**src/rtl/conv_rd_pkg.sv**
```systemverilog
// Shared types and sizing helpers for the convolution window reader.
package conv_rd_pkg;

  typedef enum logic [1:0] {
    ST_IDLE  = 2'd0,
    ST_ADDR  = 2'd1,
    ST_DRAIN = 2'd2,
    ST_DONE  = 2'd3
  } rd_state_t;

  function automatic int out_dim_nopad(input int img, input int k, input int stride);
    return (img - k) / stride + 32'sd1;
  endfunction

  function automatic int out_dim_pad(input int img, input int k, input int stride);
    return (img + 32'sd2 - k) / stride + 32'sd1;
  endfunction

  function automatic int cnt_w(input int n);
    return (n > 32'sd1) ? $clog2(n) : 32'sd1;
  endfunction

endpackage

```
**src/rtl/conv_addr_gen.sv**
```systemverilog
// Window position (wr,wc) and in-window index (kr,kc) counters with address generation.
// Optional one-pixel zero padding is selected by the CONV_RD_PAD_EN macro.
module conv_addr_gen
  import conv_rd_pkg::*;
#(
  parameter int DATA_W    = 8,
  parameter int ADDR_W    = 10,
  parameter int IMG_W     = 4,
  parameter int IMG_H     = 4,
  parameter int K         = 3,
  parameter int STRIDE    = 1,
  parameter int BASE_ADDR = 0,
  localparam int IDX_W    = cnt_w(K * K)
) (
  input  logic              clk,
  input  logic              rst_n,
  input  logic              pos_clr,
  input  logic              idx_step,
  input  logic              pos_adv,
  output logic [ADDR_W-1:0] addr,
  output logic              in_bounds,
  output logic [IDX_W-1:0]  idx,
  output logic              last_idx,
  output logic              last_win
);

`ifdef CONV_RD_PAD_EN
  localparam int OUT_W = out_dim_pad(IMG_W, K, STRIDE);
  localparam int OUT_H = out_dim_pad(IMG_H, K, STRIDE);
`else
  localparam int OUT_W = out_dim_nopad(IMG_W, K, STRIDE);
  localparam int OUT_H = out_dim_nopad(IMG_H, K, STRIDE);
`endif
  localparam int WR_W = cnt_w(OUT_H);
  localparam int WC_W = cnt_w(OUT_W);
  localparam int KI_W = cnt_w(K);
  localparam logic [WR_W-1:0] WR_LAST = WR_W'(OUT_H - 1);
  localparam logic [WC_W-1:0] WC_LAST = WC_W'(OUT_W - 1);
  localparam logic [KI_W-1:0] KI_LAST = KI_W'(K - 1);

  logic [WR_W-1:0] wr_q, wr_d, wr_eff_s;
  logic [WC_W-1:0] wc_q, wc_d, wc_eff_s;
  logic [KI_W-1:0] kr_q, kr_d, kc_q, kc_d;
  int              row_s, col_s, addr_s;

  // Position and index counter updates
  always_comb begin
    wr_d = wr_q;
    wc_d = wc_q;
    kr_d = kr_q;
    kc_d = kc_q;
    if (pos_clr) begin
      wr_d = '0;
      wc_d = '0;
    end else if (pos_adv) begin
      if (wc_q == WC_LAST) begin
        wc_d = '0;
        wr_d = (wr_q == WR_LAST) ? '0 : wr_q + 1'b1;
      end else begin
        wc_d = wc_q + 1'b1;
      end
    end else begin
      wr_d = wr_q;
    end
    if (idx_step) begin
      if (kc_q == KI_LAST) begin
        kc_d = '0;
        kr_d = (kr_q == KI_LAST) ? '0 : kr_q + 1'b1;
      end else begin
        kc_d = kc_q + 1'b1;
      end
    end else begin
      kc_d = kc_q;
    end
  end

  // A clear coinciding with a start must address window (0,0) on that same edge
  always_comb begin
    wr_eff_s = pos_clr ? '0 : wr_q;
    wc_eff_s = pos_clr ? '0 : wc_q;
    row_s    = int'(wr_eff_s) * STRIDE + int'(kr_q);
    col_s    = int'(wc_eff_s) * STRIDE + int'(kc_q);
`ifdef CONV_RD_PAD_EN
    row_s     = row_s - 32'sd1;
    col_s     = col_s - 32'sd1;
    in_bounds = (row_s >= 32'sd0) && (row_s < IMG_H) && (col_s >= 32'sd0) && (col_s < IMG_W);
`else
    in_bounds = 1'b1;
`endif
    addr_s   = BASE_ADDR + row_s * IMG_W + col_s;
    addr     = ADDR_W'(addr_s);
    idx      = IDX_W'(int'(kr_q) * K + int'(kc_q));
    last_idx = (kr_q == KI_LAST) && (kc_q == KI_LAST);
    last_win = (wr_q == WR_LAST) && (wc_q == WC_LAST);
  end

  // Counter registers
  always_ff @(posedge clk or negedge rst_n) begin
    if (!rst_n) begin
      wr_q <= '0;
      wc_q <= '0;
      kr_q <= '0;
      kc_q <= '0;
    end else begin
      wr_q <= wr_d;
      wc_q <= wc_d;
      kr_q <= kr_d;
      kc_q <= kc_d;
    end
  end

endmodule

```
**src/rtl/conv_win_reader.sv**
```systemverilog
// Fetches one KxK window per start/done handshake from a synchronous-read memory.
// Define CONV_RD_PAD_EN for one-pixel zero padding around the feature map.
module conv_win_reader
  import conv_rd_pkg::*;
#(
  parameter int DATA_W    = 8,
  parameter int ADDR_W    = 10,
  parameter int IMG_W     = 4,
  parameter int IMG_H     = 4,
  parameter int K         = 3,
  parameter int STRIDE    = 1,
  parameter int BASE_ADDR = 0
) (
  input  logic                  clk,
  input  logic                  rst_n,
  input  logic                  start,
  input  logic                  clr,
  output logic                  done,
  output logic                  mem_rd_en,
  output logic [ADDR_W-1:0]     mem_addr,
  input  logic [DATA_W-1:0]     mem_rdata,
  output logic [K*K*DATA_W-1:0] win_flat,
  output logic                  last_win
);

  localparam int IDX_W = cnt_w(K * K);

  rd_state_t               state_q, state_d;
  logic                    done_q, done_d, rd_en_q, rd_en_d;
  logic [ADDR_W-1:0]       addr_q, addr_d;
  logic [K*K*DATA_W-1:0]   win_q, win_d;
  logic                    iss_act_q, iss_act_d, iss_zero_q, iss_zero_d, iss_last_q, iss_last_d;
  logic [IDX_W-1:0]        iss_idx_q, iss_idx_d, cap_idx_q, cap_idx_d;
  logic                    cap_act_q, cap_act_d, cap_zero_q, cap_zero_d;
  logic                    issue_s, pos_clr_s, idx_step_s, pos_adv_s;
  logic [ADDR_W-1:0]       gen_addr_s;
  logic                    gen_inb_s, gen_last_idx_s;
  logic [IDX_W-1:0]        gen_idx_s;

  conv_addr_gen #(
    .DATA_W(DATA_W), .ADDR_W(ADDR_W), .IMG_W(IMG_W), .IMG_H(IMG_H),
    .K(K), .STRIDE(STRIDE), .BASE_ADDR(BASE_ADDR)
  ) u_addr_gen (
    .clk(clk), .rst_n(rst_n), .pos_clr(pos_clr_s), .idx_step(idx_step_s),
    .pos_adv(pos_adv_s), .addr(gen_addr_s), .in_bounds(gen_inb_s),
    .idx(gen_idx_s), .last_idx(gen_last_idx_s), .last_win(last_win)
  );

  // Handshake FSM; each issued index rides an issue->capture pipe matching memory latency
  always_comb begin
    state_d    = state_q;
    done_d     = done_q;
    rd_en_d    = 1'b0;
    addr_d     = addr_q;
    iss_act_d  = 1'b0;
    iss_zero_d = 1'b0;
    iss_last_d = 1'b0;
    iss_idx_d  = iss_idx_q;
    cap_act_d  = iss_act_q;
    cap_zero_d = iss_zero_q;
    cap_idx_d  = iss_idx_q;
    issue_s    = 1'b0;
    pos_clr_s  = 1'b0;
    idx_step_s = 1'b0;
    pos_adv_s  = 1'b0;
    win_d      = win_q;
    case (state_q)
      ST_IDLE: begin
        pos_clr_s = clr;
        if (start) begin
          issue_s = 1'b1;
          state_d = ST_ADDR;
        end else begin
          state_d = ST_IDLE;
        end
      end
      ST_ADDR: begin
        if (iss_last_q) begin
          state_d = ST_DRAIN;
        end else begin
          issue_s = 1'b1;
        end
      end
      ST_DRAIN: begin
        state_d = ST_DONE;
        done_d  = 1'b1;
      end
      ST_DONE: begin
        if (!start) begin
          done_d    = 1'b0;
          pos_adv_s = 1'b1;
          state_d   = ST_IDLE;
        end else begin
          done_d = 1'b1;
        end
      end
      default: begin
        state_d = ST_IDLE;
        done_d  = 1'b0;
      end
    endcase
    if (issue_s) begin
      idx_step_s = 1'b1;
      iss_act_d  = 1'b1;
      iss_idx_d  = gen_idx_s;
      iss_last_d = gen_last_idx_s;
      iss_zero_d = !gen_inb_s;
      rd_en_d    = gen_inb_s;
      addr_d     = gen_inb_s ? gen_addr_s : addr_q;
    end else begin
      addr_d = addr_q;
    end
    if (cap_act_q) begin
      win_d[int'(cap_idx_q)*DATA_W +: DATA_W] = cap_zero_q ? '0 : mem_rdata;
    end else begin
      win_d = win_q;
    end
  end

  // State and output registers
  always_ff @(posedge clk or negedge rst_n) begin
    if (!rst_n) begin
      state_q    <= ST_IDLE;
      done_q     <= 1'b0;
      rd_en_q    <= 1'b0;
      addr_q     <= '0;
      win_q      <= '0;
      iss_act_q  <= 1'b0;
      iss_zero_q <= 1'b0;
      iss_last_q <= 1'b0;
      iss_idx_q  <= '0;
      cap_act_q  <= 1'b0;
      cap_zero_q <= 1'b0;
      cap_idx_q  <= '0;
    end else begin
      state_q    <= state_d;
      done_q     <= done_d;
      rd_en_q    <= rd_en_d;
      addr_q     <= addr_d;
      win_q      <= win_d;
      iss_act_q  <= iss_act_d;
      iss_zero_q <= iss_zero_d;
      iss_last_q <= iss_last_d;
      iss_idx_q  <= iss_idx_d;
      cap_act_q  <= cap_act_d;
      cap_zero_q <= cap_zero_d;
      cap_idx_q  <= cap_idx_d;
    end
  end

  assign done      = done_q;
  assign mem_rd_en = rd_en_q;
  assign mem_addr  = addr_q;
  assign win_flat  = win_q;

endmodule

```
**config.mk**
```make
export PLATFORM = sky130hd
export DESIGN_NAME = conv_win_reader
export DESIGN_NICKNAME = d
export VERILOG_FILES = /design/src/rtl/conv_rd_pkg.sv /design/src/rtl/conv_addr_gen.sv /design/src/rtl/conv_win_reader.sv
export SDC_FILE = /design/constraint.sdc
export NUM_CORES = 1
export LEC_CHECK = 0
export CORE_ASPECT_RATIO = 0.75
export CORE_MARGIN = 2
export CORE_UTILIZATION = 45
export DETAILED_ROUTE_END_ITERATION = 8
export GPL_ROUTABILITY_DRIVEN = 0
export HOLD_SLACK_MARGIN = 0.02
export PLACE_DENSITY = 0.75
export SKIP_CTS_REPAIR_TIMING = 1
export SLEW_MARGIN = 20
export SYNTH_ARGS = -nofsm -noshare
export SYNTH_HDL_FRONTEND = slang
export SYNTH_HIERARCHICAL = 1
export SYNTH_SLANG_ARGS = --single-unit
export TNS_END_PERCENT = 20
```
**constraint.sdc**
```tcl
create_clock -name clk -period 6.1 [get_ports clk]
set_clock_uncertainty 0.1 [all_clocks]
set_input_delay 1.83 -clock clk [delete_from_list [all_inputs] [get_ports clk]]
set_output_delay 1.83 -clock clk [all_outputs]
set_load 0.01 [all_outputs]
```
==> summary.txt, run 1 <==
Outcome
  – Outcome: finished clean

Finish
  – Core Util, Final: 58.93%
  – Final Net Count: 505
  – Most common cell after layout, fill and taps aside: dfrtp_1
  – Most frequent cells in the layout: 105 x dfrtp_1, 95 x clkdlybuf4s50_1, 48 x nand2_1
  – Ant. Diodes: 0
  – Finished Cell Area: 0.006017 mm2
  – Area grow syn2layout: 28.76%
  – Layout cells sized above 1: 16.91%

STA
  – Setup TNS: 0 ns
  – Worst setup margin: between 2 and 3 ns
  – Worst slew pin tran: 0.7415 ns
  – Final setup vio count: 0
  – Rel. slew slack: just over 50%
  – Fin. Hold Viols: 0
  – Final Max Slew Viols: 0
  – RSZ-0062 raised after global routing: no
  – Minimum clock period: ~3.4 ns
  – Max Clock Freq: 0.2947 GHz
  – Final period util: a little under three fifths

Placed design
  – Final HPWL from detailed placement: 7217 um
  – Cell Area, Placed: ~0.0057 mm2
  – Pre-CTS WS: roughly 2.4 ns
  – Port buffer count: between 90 and 100

Power and ir drop
  – P per Cell Area: 557.4 mW/mm2
  – Peak supply drop: between 0.2 and 0.3 mV
  – Leak: between 2 and 3 nW

Critical path
  – Reg2Reg Depth: 5
  – CP dominant cell by count: ha_1
  – R2R Path End: win_flat[28]
  – CP Max Fanout: 4
  – Worst Setup SP: clr
  – Largest stage delay, worst path: about 0.45 ns
  – R2r startpoint: cap_idx_q[0]
  – Delay-heaviest family, CP: adder cells
  – Worst setup path class: input port to flop
  – Buffers & Inverters on Critical Path: 1
  – Crit path launch type: input port
  – Slowest cell on the critical path: clkdlybuf4s50_1
  – CP cell instances: clkdlybuf4s50_1 > and2_1 > nor2b_1 > ha_1 > ha_1 > nand3_1 > xnor2_1 > mux2_2
  – Worst Path Arrival: 3.52 ns
  – CP endpoint kind: flop
  – WP data required: 6.22 ns
  – R2R setup slack: between 3 and 4 ns

CTS
  – Num CTS Buffers: 9
  – Register clock-pin slew on the reported worst setup and hold paths: 0.07 ns
  – Clock tree buffer depth: 2
  – CTS Sinks: 105
  – H-tree depth: 3
  – CTS tree: yes
  – CTS root buffer: clkbuf_16
  – Clk_lat worst skew: 0.33 ns

Synthesis
  – Sequential area share after synthesis: 56.22%
  – Synth Instances: 381
  – Yosys warns: 6
  – Xor and xnor fraction of the mapped netlist area: around 1.1%
  – Synthesized area: 0.004673 mm2
  – Post-Synth Simple-Gate Area: between 10% and 20%
  – FFs w/ async S/R, synth: 100.0%
  – Mux contribution to synthesized area: between 10 and 15%
  – Post-synthesis register bit count: about 110
  – Synth Area per Inst: 12.27 um2
  – Post-synthesis adder-cell area fraction: under 10%
  – Compound-Gate Fraction of Synth Area: a little under a tenth
  – Netlist cell types: 47
  – EDFF count, synth: 0
  – Main combinational cell family by area after synthesis: simple AND/OR/NAND/NOR gates
  – Synth Flop Type: dfrtp_1

Min path
  – Worst hold path depth: 0
  – Hold EP: cap_act_q
  – Hold_sp: cap_act_d
  – Hold Path Class: flop to flop

Global routing
  – Aggregate global-route resource usage: 19.05%
  – Largest net degree at the start of global routing: 57
  – Number of global-route vias before repair: 3,260
  – Gr ovfl total: 0
  – Initial antenna violation count: 0
  – First-pass GRT wire length: 16,600 um

Drt
  – Via count: 3,197
  – First-pass DRT Iterations: 4
  – Antenna-violating nets left: 0
  – DRT Wirelength: 10,140 um
  – Residual DRC: 0
  – Initial DRC Count: slightly below 200
  – Wire per inst: ~16 um
  – Vias per cell: 5.198

Floorplan
  – Die area: 0.01122 mm2
  – Vert. Die Dim: approximately 90 um
  – Rows: 32
  – Die width: 121.7 um
  – Top Ports: 97
  – Core Region: 0.01021 mm2
  – Initial Util: ~46%

Run
  – Max-Cap Viols: 0
worst max-delay path by stage:
stage | endpoint | slack, ns | cells after the start
2_1_floorplan | mem_addr[4] | 2.90 | 7
3_3_place_gp | mem_addr[4] | 2.39 | 8
3_5_place_dp | mem_addr[4] | 2.35 | 8
4_1_cts | mem_addr[4] | 2.71 | 8
5_1_grt | mem_addr[4] | 2.63 | 8
6_report | mem_addr[4] | 2.71 | 8
kinds of logic (layout without fill, tap and decap cells):
family,count (synthesis),in the layout
flops,105,105
mux,50,50
other cells,2,5
simple gates,109,109
fa+ha+maj,19,19
buf+inv,32,127
xor+xnor,5,5
compound gates,59,59
flip-flops by register name, indices dropped and copies added (netlist names):
signal and flops:
win_flat 72, cap_idx_q 4, cap_act_q 1, cap_zero_d 1, state_q 2, u_addr_gen/kc_q 2, done 1, cap_idx_d 4
cap_act_d 1, u_addr_gen/wc_q 1, mem_addr 10, cap_zero_q 1, mem_rd_en 1, iss_last_q 1, u_addr_gen/wr_q 1, u_addr_gen/kr_q 2
layout make-up:
cell class | instances | area (um2)
Clock buffer | 9 | 225.2
Sequential cell | 105 | 2628
Inverter | 14 | 52.55
Clock inverter | 7 | 85.08
Multi-Input combinational cell | 247 | 1891
Fill cell | 867 | 4193
Timing Repair Buffer | 97 | 965.9
Tap cell | 136 | 170.2
through the flow:
stage	instances	power (W)	hold slack, ns
6_report	615	0.003354	0.2449
3_5_place_dp	599	0.002768	0.2347
3_3_place_gp	599	0.002706	0.2368
2_1_floorplan	384	0.002069	0.2312
5_1_grt	615	0.003570	0.2666
4_1_cts	615	0.003378	0.2457
routing by layer:
| layer | GRT usage, % | part of all wire [%] | vias to the layer above |
|---|---|---|---|
| met5 | 0 | 0 | - |
| met4 | 5.172 | 0.85 | 0 |
| met3 | 3.794 | 4.0 | 7 |
| met2 | 29.07 | 46 | 80 |
| met1 | 27.89 | 49 | 1596 |
| li1 | - | - | 1514 |
power by group:
| part | switching (W) | internal (W) |
|---|---|---|
| sequential | 0.000233 | 0.00100 |
| combinational | 0.000754 | 0.000769 |
| clock | 0.000270 | 0.000327 |
| total | 0.00126 | 0.00210 |
worst reg2reg max path, stage by stage, from the launching register on:
cell and delay (ns):
dfrtp_1 0.70, inv_1 0.25, ha_1 0.36, xor2_2 0.65, nor2_2 0.25, mux2_2 0.34
cell usage after synthesis, drive strengths merged (3+ instances only):
| master | count | share of area, % |
|---|---|---|
| o21ai | 21 | 2.4 |
| inv | 14 | 1.1 |
| buf | 16 | 2.3 |
| dfrtp | 105 | 56 |
| and3b | 3 | 0.59 |
| nand3 | 6 | 0.75 |
| nor2 | 17 | 1.6 |
| nand2b | 9 | 1.2 |
| nor2b | 4 | 0.54 |
| nand2 | 49 | 4.1 |
| nor3 | 12 | 1.6 |
| mux2 | 49 | 12 |
| xnor2 | 3 | 0.56 |
| ha | 17 | 4.6 |
| o41ai | 8 | 1.5 |
| and2 | 3 | 0.40 |
| o31ai | 24 | 4.0 |
Note: power is estimated with default switching activity, not from simulation.
==> inputs of run 2 (changes only) <==
clock period = 3.16 ns   (was 6.1 ns; I/O delays follow)
==> run 2 against run 1 <==
- combinational power is 98% higher
- sequential share of layout area down 0.28 points
- register-to-register slack worse by 2.5 ns
- cell count increased by 0.65%
- highest routed layer unchanged
- largest power group unchanged
- critical path type unchanged
==> summary.txt, run 2 (synthesis results as in run 1) <==
STA
  – Final Max Slew Viols: 0 (unchanged)
  – Rel. slew slack: 54.39% (was 50.53%)
  – Final setup vio count: 0 (unchanged)
  – Worst slew pin tran: 0.6822 ns (was 0.7415 ns)
  – Setup TNS: 0 ns (unchanged)
  – Minimum clock period: 2.501 ns
  – Max Clock Freq: 0.3999 GHz
  – Fin. Hold Viols: 0 (unchanged)
  – Worst hold slack: 0.2534 ns (was 0.2449 ns)
  – RSZ-0062 raised after global routing: no (unchanged)
  – Final period util: 79.14%

Drt
  – Residual DRC: 0 (unchanged)
  – Via count: 3,211 (was 3,197)
  – Vias per cell: 5.187 (was 5.198)
  – Initial DRC Count: 176 (was 198)
  – First-pass DRT Iterations: 4 (unchanged)
  – DRT Wirelength: 10,420 um (was 10,140 um)
  – Antenna-violating nets left: 0 (unchanged)
  – Wire per inst: 16.84 um (was 16.48 um)

Critical path
  – Worst Setup SP: clr (unchanged)
  – WP data required: 3.28 ns (was 6.22 ns)
  – CP dominant cell by count: ha_1 (unchanged)
  – R2R Path End: win_flat[64] (was win_flat[28])
  – Crit path launch type: input port (unchanged)
  – CP cell instances: clkdlybuf4s50_1 > and2_1 > nor2b_1 > ha_1 > ha_1 > nand3_1 > xnor2_1 > mux2_2 (unchanged)
  – Worst Path Arrival: 2.62 ns (was 3.52 ns)
  – CP endpoint kind: flop (unchanged)
  – CP Max Fanout: 4 (unchanged)
  – R2R setup slack: 0.86 ns (was 3.33 ns)
  – Reg2Reg Depth: 5 (unchanged)
  – Largest stage delay, worst path: 0.44 ns (was 0.45 ns)
  – Worst setup path class: input port to flop (unchanged)
  – Slowest cell on the critical path: clkdlybuf4s50_1 (unchanged)
  – Capture point of the worst path: mem_addr[4] (unchanged)
  – R2r startpoint: cap_idx_q[2] (was cap_idx_q[0])

Floorplan
  – Rows: 32 (unchanged)
  – Die area: 0.01122 mm2 (unchanged)
  – Core Region: 0.01021 mm2 (unchanged)
  – Vert. Die Dim: 92.26 um (unchanged)
  – Die width: 121.7 um (unchanged)
  – Initial Util: 45.77% (unchanged)
  – Top Ports: 97 (unchanged)

CTS
  – Num CTS Buffers: 9 (unchanged)
  – Register clock-pin slew on the reported worst setup and hold paths: 0.07 ns (about the same)
  – CTS tree: yes (unchanged)
  – Clk_lat worst skew: 0.33 ns (about the same)
  – Clock tree buffer depth: 2 (unchanged)
  – CTS root buffer: clkbuf_16 (unchanged)
  – H-tree depth: 3 (unchanged)
  – CTS Sinks: 105 (unchanged)

Global routing
  – Initial antenna violation count: 0 (unchanged)
  – First-pass GRT wire length: 16,440 um (was 16,600 um)
  – Aggregate global-route resource usage: 19.01% (was 19.05%)
  – Largest net degree at the start of global routing: 43 (was 57)
  – Gr ovfl total: 0 (unchanged)
  – Number of global-route vias before repair: 3,215 (was 3,260)

Finish
  – Most frequent cells in the layout: 105 x dfrtp_1, 95 x clkdlybuf4s50_1, 48 x nand2_1 (unchanged)
  – Area grow syn2layout: 29.59% (was 28.76%)
  – Final Net Count: 509 (was 505)
  – Ant. Diodes: 0 (unchanged)
  – Largest register FFs: 72 (unchanged)
  – Layout cells sized above 1: 17.60% (was 16.91%)
  – Most common cell after layout, fill and taps aside: dfrtp_1 (unchanged)

Placed design
  – Final HPWL from detailed placement: 7395 um (was 7217 um)
  – Port buffer count: 96 (unchanged)

Min path
  – Hold Path Class: flop to flop (unchanged)
  – Hold_sp: cap_zero_d (was cap_act_d)

Power and ir drop
  – P per Cell Area: 1076 mW/mm2 (was 557.4 mW/mm2)
  – Peak supply drop: 0.4213 mV (was 0.2717 mV)
  – Leak: 2.727 nW (was 2.703 nW)

Run
  – Max-Cap Viols: 0 (unchanged)

Outcome
  – Outcome: finished clean (unchanged)
## run 2: worst min-delay path by stage
stage                       to  slack [ns]  depth (start not counted)
global placement    cap_zero_q        0.24                          0
finish              cap_zero_q        0.25                          0
detailed placement  cap_zero_q        0.25                          0
floorplan            cap_act_q        0.23                          0
CTS                 cap_zero_q        0.26                          0
global route         cap_act_q        0.27                          0
## run 2: power breakdown
part	internal, W	total [W]	switching, W
Combinational	0.00152	0.00301	0.00149
Sequential	0.00193	0.00236	0.000429
Clock	0.000631	0.00114	0.000514
## run 2: through the flow
stage | total power [W] | cells | worst slack, ns | area [um2] | util (%)
3_3_place_gp | 0.005266 | 603 | 0.3268 | 5749 | 56.31
4_1_cts | 0.006566 | 619 | 0.6430 | 6056 | 59.31
6_report | 0.006513 | 619 | 0.6591 | 6056 | 59.31
2_1_floorplan | 0.003994 | 384 | 0.8395 | 4684 | -
5_1_grt | 0.006934 | 619 | 0.5212 | 6056 | 59.31
3_5_place_dp | 0.005390 | 603 | 0.3036 | 5749 | 56.31
## run 2: layer usage
metal | share of wire, % | global-route usage (%)
met5 | 0 | 0
met4 | 0.83 | 4.693
met3 | 5.1 | 4.229
met2 | 46 | 29.87
met1 | 48 | 26.97
## run 2: layout make-up
type / count / area (um2)
Tap cell: 136 / 170.2
Sequential cell: 105 / 2628
Timing Repair Buffer: 101 / 1008
Clock buffer: 9 / 225.2
Clock inverter: 7 / 81.33
Multi-Input combinational cell: 247 / 1891
Inverter: 14 / 52.55
Fill cell: 852 / 4154
## run 2: critical path, delay by kind of cell
family	cells	cell delay [ns]
mux	1	0.25
xor+xnor	1	0.13
fa+ha+maj	2	0.50
buf+inv	1	0.44
simple gates	3	0.35
==> inputs of run 3 (changes only) <==
PLACE_DENSITY = 0.77   (was 0.75)
clock period = 2.1 ns   (was 3.16 ns; I/O delays follow)
==> run 3 against run 2 <==
- the run now ends with negative setup slack left
- register-to-register slack got worse by 0.87 ns
- cell area rose by 5.6%
- global-route usage rose by 1.1 points
- setup slack got worse by 0.67 ns
- critical endpoint is now cap_idx_d[2]
==> summary.txt, run 3 (synthesis results as in run 1) <==
Placed design
  – Pre-CTS WS: -0.4299 ns (was 0.3036 ns)
  – Cell Area, Placed: 0.006007 mm2 (was 0.005749 mm2)
  – Final HPWL from detailed placement: 7627 um (was 7395 um)
  – Post-Place Cells: 628 (was 603)
  – Port buffer count: 96 (unchanged)

CTS
  – CTS tree: yes (unchanged)
  – CTS Sinks: 105 (unchanged)
  – Num CTS Buffers: 9 (unchanged)
  – H-tree depth: 3 (unchanged)
  – Clk_lat worst skew: 0.34 ns (was 0.33 ns)
  – Clock tree buffer depth: 2 (unchanged)
  – CTS root buffer: clkbuf_16 (unchanged)
  – Register clock-pin slew on the reported worst setup and hold paths: 0.07 ns (about the same)

Critical path
  – Worst setup path class: flop to flop (was input port to flop)
  – CP endpoint kind: flop (unchanged)
  – Reg2Reg Depth: 6 (was 5)
  – Slowest cell on the critical path: fa_1 (was clkdlybuf4s50_1)
  – Worst Path Arrival: 2.24 ns (was 2.62 ns)
  – CP Max Fanout: 2 (was 4)
  – Crit path launch type: flop (was input port)
  – Largest stage delay, worst path: 0.56 ns (was 0.44 ns)
  – WP data required: 2.23 ns (was 3.28 ns)
  – CP cell instances: fa_1 > ha_1 > inv_1 > fa_1 > inv_1 > mux2_2 (was clkdlybuf4s50_1 > and2_1 > nor2b_1 > ha_1 > ha_1 > nand3_1 > xnor2_1 > mux2_2)

Finish
  – Ant. Diodes: 0 (unchanged)
  – Layout cells sized above 1: 24.02% (was 17.60%)
  – Most common cell after layout, fill and taps aside: dfrtp_1 (unchanged)
  – Fin cells: 648 (was 619)
  – Final Net Count: 538 (was 509)
  – Most frequent cells in the layout: 103 x dfrtp_1, 94 x clkdlybuf4s50_1, 47 x nand2_1, 47 x mux2_2, 28 x buf_4 (was 105 x dfrtp_1, 95 x clkdlybuf4s50_1, 48 x nand2_1)
  – Largest register FFs: 72 (unchanged)
  – Finished Cell Area: 0.006395 mm2 (was 0.006056 mm2)
  – Area grow syn2layout: 36.84% (was 29.59%)

STA
  – Max Clock Freq: 0.4733 GHz
  – RSZ-0062 raised after global routing: yes (was no)
  – Rel. slew slack: 64.53% (was 54.39%)
  – Worst slew pin tran: 0.5291 ns (was 0.6822 ns)
  – Worst hold slack: 0.08693 ns (was 0.2534 ns)
  – Final setup vio count: 1 (was 0)
  – Worst setup margin: -0.01280 ns (was 0.6591 ns)
  – Minimum clock period: ~2.1 ns
  – Fin. Hold Viols: 0 (unchanged)
  – Final period util: 100.6%
  – Final Max Slew Viols: 0 (unchanged)

Floorplan
  – Initial Util: 45.77% (unchanged)
  – Rows: 32 (unchanged)
  – Die width: 121.7 um (unchanged)
  – Core Region: 0.01021 mm2 (unchanged)
  – Vert. Die Dim: 92.26 um (unchanged)
  – Die area: 0.01122 mm2 (unchanged)
  – Top Ports: 97 (unchanged)

Min path
  – Hold Path Class: input port to asynchronous set/reset pin (was flop to flop)

Power and ir drop
  – Leak: 2.898 nW (was 2.727 nW)
  – Final Power: 0.01025 W (was 0.006513 W)
  – Peak supply drop: 0.7786 mV (was 0.4213 mV)
  – P per Cell Area: 1603 mW/mm2 (was 1076 mW/mm2)

Drt
  – Antenna-violating nets left: 0 (unchanged)
  – Vias per cell: 5.191 (was 5.187)
  – DRT Wirelength: 10,710 um (was 10,420 um)
  – Residual DRC: 0 (unchanged)
  – Initial DRC Count: 213 (was 176)
  – Via count: 3,364 (was 3,211)
  – Wire per inst: 16.53 um (was 16.84 um)
  – First-pass DRT Iterations: 5 (was 4)

Outcome
  – Failing checks: negative setup slack
  – Outcome: finished, violations left (was finished clean)

Run
  – Max-Cap Viols: 0 (unchanged)

Global routing
  – Gr ovfl total: 0 (unchanged)
  – First-pass GRT wire length: 17,320 um (was 16,440 um)
  – Aggregate global-route resource usage: 20.15% (was 19.01%)
  – Largest net degree at the start of global routing: 36 (was 43)
  – Number of global-route vias before repair: 3,396 (was 3,215)
  – Initial antenna violation count: 0 (unchanged)
[run 3: changes by cell type in the layout (fill, tap and decap cells not counted), sizes merged]
cell / change
buf: +29
clkdlybuf4s50: -1
clkinvlp: +1
inv: -4
dlymetal6s2s: +1
clkbuf: +3
[run 3: stage by stage]
| stage | utilization [%] | setup TNS, ns |
|---|---|---|
| after floorplan | - | -0.002082 |
| after global placement | 58.84 | -1.229 |
| after detailed placement | 58.84 | -1.921 |
| after CTS | 61.75 | -0.9560 |
| after global routing | 62.63 | -0.1560 |
| final | 62.63 | -0.01280 |
[run 3: final cells by class]
class / count / area, um2
clock buffer: 12 / 246.5
timing repair buffer: 130 / 1295
sequential: 105 / 2630
inverter: 14 / 52.55
fill: 796 / 3815
clock inverter: 4 / 51.30
multi-input combinational: 247 / 1949
tap: 136 / 170.2
[run 3: worst paths after layout]
kind | startpoint | end | slack, ns
setup / recovery | u_addr_gen/kr_q[0] | cap_idx_d[2] | -0.01
hold / removal | rst_n | win_flat[44] | 0.09
setup reg to reg | u_addr_gen/kr_q[0] | cap_idx_d[2] | -0.01
hold reg to reg | cap_act_d | cap_act_q | 0.25
max in group asynchronous | rst_n | mem_rd_en | 1.29
min in group clk | cap_act_d | cap_act_q | 0.25
[run 3: critical path, delay by kind of cell (launching register included)]
family     cells  cell delay (ns)
fa+ha+maj      3             1.17
flops          1             0.40
mux            1             0.25
buf+inv        2             0.09
[run 3: power breakdown]
part / internal [W] / total, W / switching (W)
Clock: 0.000960 / 0.00168 / 0.000717
Combinational: 0.00263 / 0.00509 / 0.00246
Sequential: 0.00291 / 0.00348 / 0.000568
[run 3: metal layers]
| layer | vias up | share of wire, % | track usage, % |
|---|---|---|---|
| li1 | 1576 | - | - |
| met2 | 103 | 48 | 30.29 |
| met3 | 4 | 6.0 | 5.100 |
| met4 | 0 | 0.67 | 6.705 |
| met5 | - | 0 | 0 |
| met1 | 1681 | 45 | 28.62 |
